File: src/rtl/dec_n_seq.sv
// dec_n_seq: registered N-to-2^N one-hot decoder with three modes.
// LEVEL decodes sel every cycle. PULSE holds one output for PULSE_LEN cycles.
// SCAN walks the active output across all 2^N lines, PULSE_LEN cycles each.
// Optional feature macro: DEC_SCAN_EN enables SCAN mode. When it is
// undefined, mode 10 behaves as PULSE.
module dec_n_seq #(
  parameter int unsigned N         = 2,
  parameter int unsigned PULSE_LEN = 4
) (
  input  logic            clk,
  input  logic            rst,
  input  logic            en,
  input  logic [N-1:0]    sel,
  input  logic [1:0]      mode,
  input  logic            load,
  output logic [2**N-1:0] out,
  output logic            busy,
  output logic            done
);

  localparam int unsigned W  = 2 ** N;
  localparam int unsigned DW = (PULSE_LEN > 1) ? $clog2(PULSE_LEN) : 1;

  typedef enum logic [0:0] {StIdle, StActive} state_e;

  state_e          state_q, state_d;
  logic [W-1:0]    out_q, out_d;
  logic            busy_q, busy_d;
  logic            done_q, done_d;
  logic [DW-1:0]   dwell_q, dwell_d;
  logic [N-1:0]    idx_q, idx_d;
`ifdef DEC_SCAN_EN
  logic [N:0]      step_q, step_d;
  logic            scan_q, scan_d;
`endif

  logic [W-1:0]    sel_hot, nxt_hot;
  logic [N-1:0]    idx_nxt;
  logic            dwell_last;
  logic            seq_mode;
  logic            finish;

  assign idx_nxt    = idx_q + 1'b1;  // wraps 2^N-1 -> 0
  assign sel_hot    = W'(1) << sel;
  assign nxt_hot    = W'(1) << idx_nxt;
  assign dwell_last = (dwell_q == DW'(PULSE_LEN - 1));
  assign seq_mode   = (mode == 2'b01) || (mode == 2'b10);

  // State register and registered outputs; synchronous reset wins over everything.
  always_ff @(posedge clk) begin
    if (rst) begin
      state_q <= StIdle;
      out_q   <= '0;
      busy_q  <= 1'b0;
      done_q  <= 1'b0;
      dwell_q <= '0;
      idx_q   <= '0;
`ifdef DEC_SCAN_EN
      step_q  <= '0;
      scan_q  <= 1'b0;
`endif
    end else begin
      state_q <= state_d;
      out_q   <= out_d;
      busy_q  <= busy_d;
      done_q  <= done_d;
      dwell_q <= dwell_d;
      idx_q   <= idx_d;
`ifdef DEC_SCAN_EN
      step_q  <= step_d;
      scan_q  <= scan_d;
`endif
    end
  end

  // Next-state logic: level decode in IDLE, dwell/step sequencing in ACTIVE.
  always_comb begin
    state_d = state_q;
    out_d   = out_q;
    busy_d  = busy_q;
    done_d  = 1'b0;
    dwell_d = dwell_q;
    idx_d   = idx_q;
    finish  = 1'b0;
`ifdef DEC_SCAN_EN
    step_d  = step_q;
    scan_d  = scan_q;
`endif
    unique case (state_q)
      StIdle: begin
        out_d   = '0;
        busy_d  = 1'b0;
        dwell_d = '0;
`ifdef DEC_SCAN_EN
        step_d  = '0;
`endif
        if (en && load && seq_mode) begin
          state_d = StActive;
          idx_d   = sel;
          out_d   = sel_hot;
          busy_d  = 1'b1;
`ifdef DEC_SCAN_EN
          scan_d  = (mode == 2'b10);
`endif
        end else if (en && !seq_mode) begin
          // LEVEL and reserved mode 11
          out_d = sel_hot;
        end
      end
      StActive: begin
        if (!en) begin
          // Abort: clear everything, no done
          state_d = StIdle;
          out_d   = '0;
          busy_d  = 1'b0;
          dwell_d = '0;
`ifdef DEC_SCAN_EN
          step_d  = '0;
`endif
        end else if (!dwell_last) begin
          dwell_d = dwell_q + 1'b1;
        end else begin
`ifdef DEC_SCAN_EN
          if (scan_q && (step_q != (N+1)'(W - 1))) begin
            step_d  = step_q + 1'b1;
            idx_d   = idx_nxt;
            out_d   = nxt_hot;
            dwell_d = '0;
          end else begin
            finish = 1'b1;
          end
`else
          finish = 1'b1;
`endif
        end
        if (finish) begin
          state_d = StIdle;
          out_d   = '0;
          busy_d  = 1'b0;
          done_d  = 1'b1;
          dwell_d = '0;
`ifdef DEC_SCAN_EN
          step_d  = '0;
`endif
        end
      end
      default: state_d = StIdle;
    endcase
  end

  assign out  = out_q;
  assign busy = busy_q;
  assign done = done_q;

endmodule

File: config.mk
export PLATFORM = sky130hd
export DESIGN_NAME = dec_n_seq
export DESIGN_NICKNAME = d
export VERILOG_FILES = /design/src/rtl/dec_n_seq.sv
export SDC_FILE = /design/constraint.sdc
export NUM_CORES = 1
export LEC_CHECK = 0
export BUFFER_PORTS_ARGS = -buffer_cell sky130_fd_sc_hd__buf_2
export CORE_AREA = 4 4 41 43
export DETAILED_ROUTE_END_ITERATION = 16
export DIE_AREA = 0 0 45 47
export GPL_ROUTABILITY_DRIVEN = 1
export GPL_TIMING_DRIVEN = 0
export HOLD_SLACK_MARGIN = 0.02
export PLACE_DENSITY_LB_ADDON = 0.15
export RECOVER_POWER = 100
export SYNTH_ARGS = -nofsm -noshare
export SYNTH_HDL_FRONTEND = slang
export SYNTH_SLANG_ARGS = --single-unit
File: constraint.sdc
create_clock -name clk -period 1.1 [get_ports clk]
set_input_delay 0.33 -clock clk [delete_from_list [all_inputs] [get_ports clk]]
set_output_delay 0.33 -clock clk [all_outputs]
set_load 0.02 [all_outputs]
# Word-level counts from Yosys, hierarchy flattened
# Index checks and enable logic that the tools add are counted.
[op_classes] addsub=1 n_eq_ne=5 n_shift=1 mux=20 n_bitwise=1 n_reduce_logical=6
[op_table] op="$mux W4" n=4
[op_table] op="$mux W1" n=9
[op_table] op="$pmux W4 S2" n=1
[op_table] op="$mux W2" n=3
[op_table] op="$eq A2 B2 Y1 const B" n=2
[op_table] op="$ne A4 B3 Y1 const B" n=1
[op_table] op="$pmux W1 S2" n=2
[op_table] op="$pmux W2 S2" n=1
[op_table] op="$shl A1 B2 Y4 const A" n=1
[op_table] op="$logic_and A1 B1 Y1" n=3
[op_table] op="$ne A3 B2 Y1 const B" n=1
[op_table] op="$add A2 B1 Y2 const B" n=1
[op_table] op="$eq A2 B1 Y1 const B" n=1
[op_table] op="$reduce_or A2 Y1" n=1
[op_table] op="$logic_not A1 Y1" n=1
[op_table] op="$logic_or A1 B1 Y1" n=1
[op_table] op="$not A1 Y1" n=1
[word_totals] regBits=9 input_bits=8 output_inout_bits=6 elab_cells=39

# Logic depth before layout (Yosys ltp)
# Gate-level depths: netlist of run 1.
[logic_depth] ltp_word=7 mapped_depth=5 depth_no_buf=4

# Worst setup path before layout of run 1
# Ideal clock, no wire load.
[synth_timing] path_kind="reg-to-reg" start="register dwell_q[0]" end="register out_q[2] (netlist: out[2])" arrival_time_ns=1.010 t_required_ns=1.013 path_slack_ns=0.003 path_stages_with_launch=6 path_buffers=1 period_less_slack_ns=1.097 cell_sequence="dfxtp_1 > ha_1 > nor4bb_1 > buf_4 > nand2_1 > o31ai_1"
[synth_between] elab_chain_cells=6 elab_cells_between_ends=7 classes_between="eq/ne (2); mux (5)"
[synth_rtl] element="start, declared" line_no="30" text="logic [DW-1:0] dwell_q, dwell_d;"
[synth_rtl] element="start signal, assigned" line_no="67" text="dwell_q <= dwell_d;"
[synth_rtl] element="$eq A2 B2 Y1 (*)" line_no="46" text="assign dwell_last = (dwell_q == DW'(PULSE_LEN - 1));"
[synth_rtl] element="$mux W1 (*)" line_no="120" text="end else if (!dwell_last) begin"
[synth_rtl] element="$mux W1 (*)" line_no="111" text="if (!en) begin"
[synth_rtl] element="$mux W1 (*)" line_no="89" text="unique case (state_q)"
[synth_rtl] element="$mux W4" line_no="136" text="if (finish) begin"
[synth_rtl] element="$pmux W4 S2" line_no="89"
[synth_rtl] element="end signal, assigned" line_no="64" text="out_q <= out_d;"
[synth_rtl] element="end, declared" line_no="27" text="logic [W-1:0] out_q, out_d;"
# Every way passes the cells marked *; elsewhere a longest branch is shown, timed or not. The select of a mux whose other input is x is not followed.
# A chain may end at the register's enable or synchronous reset.

# Worst setup path in the final report of run 1
[layout_timing] start="register dwell_q[0]" end="register out_q[0] (netlist: out[0])"
# Same word-level chain as after synthesis.

==> metrics.cfg, run 1 <==
[status]
status = complete, but fails checks
violations = setup timing

[grt]
track_usage_pct = 8.10
grt_pass1_vias = 266
grt_overflow_total = 0
grt_max_degree = 9
busiest_layer = met2
grtUsageMet2_pct = 12.1
grt_pass1_wl_microns = 1100
gr-usage-met1_pct = 7.16
grtUsageMet3_pct = 6.13
antenna_found_initial = 0

[clock_tree]
insertion_delay_ns = 0.26
cts_setup_buffers = 0
numClockSinks = 9
cts_made_buffers = 3
postCtsHoldBufs = 0
root_buffer = clkbuf_4
clockBufferDepth = 2
htree_levels = 1
path_clk_slew_ns = 0.06
cts_tree = built

[placement]
port_buffers = 13
dp_hpwl_microns = 541
place.gp.congestion = 0.745
dpl_cell_area_sq_um = 424

[worst_hold_path]
hp-class = primary input to register

[timing]
layout_setup_ws_ns = -0.0257
slew_viol_final = 0
rsz0062_at_grt = true
slew_headroom_pct = 83.1
min_period_ns = 1.13
fmax_ghz = 0.888
finalSetupViolCount = 7
finalHoldViolations = 0
worst_pin_slew_ns = 0.252
final.period_utilization_pct = 102
tns_ns = -0.140
skew_ns = 0.00213
hold_ws_ns = 0.292

[cells_and_area]
final_cell_mix = buf_2 (8), dfxtp_1 (6), buf_4 (5)
postLayoutCellArea_sq_um = 493
fin_nets = 58
layout-drive-gt1-share_pct = 54.2
antenna_cells = 0
final_common_cell = buf_2
syn2layout_area_growth_pct = 44.9
finish.utilization_pct = 37.9

[floorplanning]
core_area_sq_mm = 0.00130
rows = 13
die-area_sq_mm = 0.00212
die_h_microns = 47
initial_utilization_pct = 26.2
io_pins = 14
die_w_microns = 45

[yosys]
syn_area_per_cell_sq_um = 11.0
syn_inst = 31
yosysSeqAreaShare_pct = 52.9
syn-num-nets = 40
ys_ff_latch = 9
ys.warnings.count = 0
synth.distinct_cells = 18
synth.cell_area_sq_um = 340

[flow_run]
cap_violations = 0

[setup_path]
crit_type = register to register
end_kind = register
worstPathMaxFanout = 8
critical_path_arrival_ns = 1.30
slowest_stage = dfxtp_2
startpoint_type = register
worst_ep_required_time_ns = 1.28
path_cells = ha_4 > nor4bb_1 > buf_4 > nand2_2 > o31ai_2
cp_slowest_stage_delay_ns = 0.33

[routing]
totalWireLength_microns = 690
post_drt_wl_per_cell_microns = 11.0
antenna_left = 0
route.detailed.drc = 0
drt_iter0_markers = 7
via_count = 296
first_pass_iters = 4
via_per_inst = 4.70

[power]
pwr_density_cell_mw_per_mm2 = 1310
ir_drop_v = 0.000490
p_total_mw = 0.648
leakage_nw = 0.222

logic make-up after synthesis:
group	synth area share (%)
fa+ha+maj	3.68
flops	52.9
compound gates	16.9
xor+xnor	5.15
simple gates	18.0
buf+inv	3.31
final cells by class:
| type | count | area [sq um] |
|---|---|---|
| fill | 139 | 808 |
| sequential | 9 | 184 |
| multi-input combinational | 20 | 171 |
| timing repair buffer | 13 | 81.3 |
| clock buffer | 4 | 26.3 |
| tap | 15 | 18.8 |
| buffer | 1 | 7.51 |
| inverter | 1 | 3.75 |
routing by layer:
metal | wire length [microns] | vias up
li1 | - | 146
met1 | 247 | 130
met2 | 360 | 16
met3 | 62 | 4
met4 | 20 | 0
met5 | 0 | -
critical path: cells and delay by family (launching register included):
kind,cells,cell delay (ns)
flops,1,0.33
fa+ha+maj,1,0.15
simple gates,2,0.32
buf+inv,1,0.20
compound gates,1,0.05
final timing paths:
| kind | startpoint | end | slack, ns | cells after the start |
|---|---|---|---|---|
| worst max-delay path | dwell_q[0] | out[0] | -0.03 | 5 |
| worst min-delay path | sel[1] | out[0] | 0.29 | 2 |
| worst max register to register | dwell_q[0] | out[0] | -0.03 | 5 |
| worst min register to register | out[3] | out[3] | 0.46 | 2 |
metrics by stage:
stage / setup slack, ns / std cells
finish: -0.0257 / 63
floorplan: 0.00260 / 31
detailed placement: -0.0697 / 59
global placement: -0.0434 / 59
CTS: -0.0214 / 63
global route: -0.0846 / 63
sequential cells by signal, summed over array words and instances (netlist names):
name     count
done         1
dwell_q      2
busy         1
state_q      1
out          4
what timing repair did:
item / 4_1_cts / 5_1_grt
gates resized for setup: 5 / 11
endpoints found under the setup margin: 8 / 13
pin swaps: 6 / 2
synthesized netlist by cell type:
cell type	instances	area, sq um
dfxtp_1	9	180
nand2_1	4	15.0
o21ai_0	2	10.0
o31ai_1	2	15.0
a31o_1	1	8.76
a32o_2	1	11.3
and2_1	1	6.26
and2b_1	1	7.51
and4b_1	1	10.0
buf_4	1	7.51
ha_1	1	12.5
inv_1	1	3.75
nor3b_2	1	12.5
nor4bb_1	1	10.0
o211ai_1	1	7.51
o21ai_1	1	5.00
xnor2_1	1	8.76
xor2_1	1	8.76
where the power goes:
group	total [mW]	internal, mW	switching, mW
Combinational	0.0616	0.0302	0.0314
Clock	0.248	0.139	0.108
Sequential	0.339	0.334	0.00506
Total	0.648	0.503	0.145
(Power assumes the default switching activity.)
==> inputs of run 2 (changes only) <==
==> constraint.sdc (replaced) <==
create_clock -name clk -period 1.43 [get_ports clk]
set_input_delay 0.429 -clock clk [delete_from_list [all_inputs] [get_ports clk]]
set_output_delay 0.429 -clock clk [all_outputs]
set_load 0.02 [all_outputs]
==> run 2 against run 1 <==
Compared with the run above:
- the run now ends clean
- core utilization is 3.8 points lower
- register-to-register slack improved by 0.29 ns
- non-clock buffer count did not move
- hold slack improved by 0.097 ns
==> metrics.cfg, run 2 (synthesized netlist as in run 1, its figures left out) <==
[clock_tree]
cts_setup_buffers = 0
postCtsHoldBufs = 0
numClockSinks = 9
root_buffer = clkbuf_4
clockBufferDepth = 2
post_cts_resize_count = 0
cts_tree = built
cts_made_buffers = 3
insertion_delay_ns = 0.26
htree_levels = 1
path_clk_slew_ns = 0.06

[floorplanning]
die_w_microns = 45
die-area_sq_mm = 0.00212
die_h_microns = 47
core_area_sq_mm = 0.00130
rows = 13
io_pins = 14
initial_utilization_pct = 26.2

[setup_path]
cp_slowest_stage_delay_ns = 0.33
path_cells = clkbuf_1
startpoint_type = register
end_kind = primary output
critical_path_arrival_ns = 0.82
cp_top_family = flip-flops
worst_ep_required_time_ns = 1.00
path_buf_inv = 1
slowest_stage = dfxtp_1
crit_type = register to primary output
worstPathMaxFanout = 2

[timing]
slew_viol_final = 0
hold_ws_ns = 0.389
final.period_utilization_pct = 87.5
min_period_ns = 1.25
skew_ns = 0.00122
slew_headroom_pct = 83.2
finalHoldViolations = 0
finalSetupViolCount = 0
tns_ns = 0
worst_pin_slew_ns = 0.250
fmax_ghz = 0.800
rsz0062_at_grt = false
layout_setup_ws_ns = 0.179

[cells_and_area]
final_cell_mix = dfxtp_1 (9), clkbuf_1 (7), buf_2 (7), nand2_1 (4), clkbuf_4 (3)
layout-drive-gt1-share_pct = 27.1
syn2layout_area_growth_pct = 30.1
largest_reg_flops = 4
antenna_cells = 0
final_common_cell = dfxtp_1
final_cells = 63
fin_nets = 58

[routing]
totalWireLength_microns = 641
drt_iter0_markers = 0
route.detailed.drc = 0
via_per_inst = 4.54
first_pass_iters = 1
antenna_left = 0
via_count = 286
post_drt_wl_per_cell_microns = 10.2

[grt]
antenna_found_initial = 0
track_usage_pct = 8.02
grt_pass1_vias = 266
grt_pass1_wl_microns = 1090
grt_overflow_total = 0
grt_max_degree = 9

[placement]
place_inst = 59
dp_slack_ns = 0.174
place.gp.congestion = 0.745
port_buffers = 13
dp_hpwl_microns = 541

[status]
status = completed

[flow_run]
cap_violations = 0

[power]
p_total_mw = 0.492
leakage_nw = 0.193
ir_drop_v = 0.000377
pwr_density_cell_mw_per_mm2 = 1110

[worst_hold_path]
hp-class = primary input to register

-- run 2: report_power, final --
part / switching (mW) / internal (mW) / total [mW] / leakage [nW]
Sequential: 0.00302 / 0.257 / 0.260 / 0.0729
Combinational: 0.0227 / 0.0189 / 0.0417 / 0.105
Clock: 0.0835 / 0.107 / 0.191 / 0.0150
-- run 2: metrics by stage --
stage / area, sq um / utilization (%)
after floorplan: 340 / -
after global placement: 424 / 32.6
after detailed placement: 424 / 32.6
after CTS: 450 / 34.6
after global routing: 443 / 34.0
final: 443 / 34.0
-- run 2: path summary, 6_finish.rpt --
kind / slack [ns] / endpoint / cells after the start / from
worst min-delay path: 0.39 / out[0] / 2 / sel[0]
worst max register to register: 0.26 / out[2] / 5 / dwell_q[0]
worst max-delay path: 0.18 / out[0] / 1 / out[0]
worst min register to register: 0.45 / out[3] / 2 / out[3]
-- run 2: layout make-up --
class                      instances  area [sq um]
sequential                         9           180
tap                               15          18.8
buffer                             1          7.51
timing repair buffer              13          57.6
inverter                           1          3.75
multi-input combinational         20           149
clock buffer                       4          26.3
fill                             145           858
-- run 2: per-layer routing --
metal  part of all wire [%]  wire [microns]  GRT usage, %
met1                     37             240          6.93
met2                     52             331          12.1
met3                    9.4              60          6.13
met4                    1.4               9          7.02
met5                      0               0             0
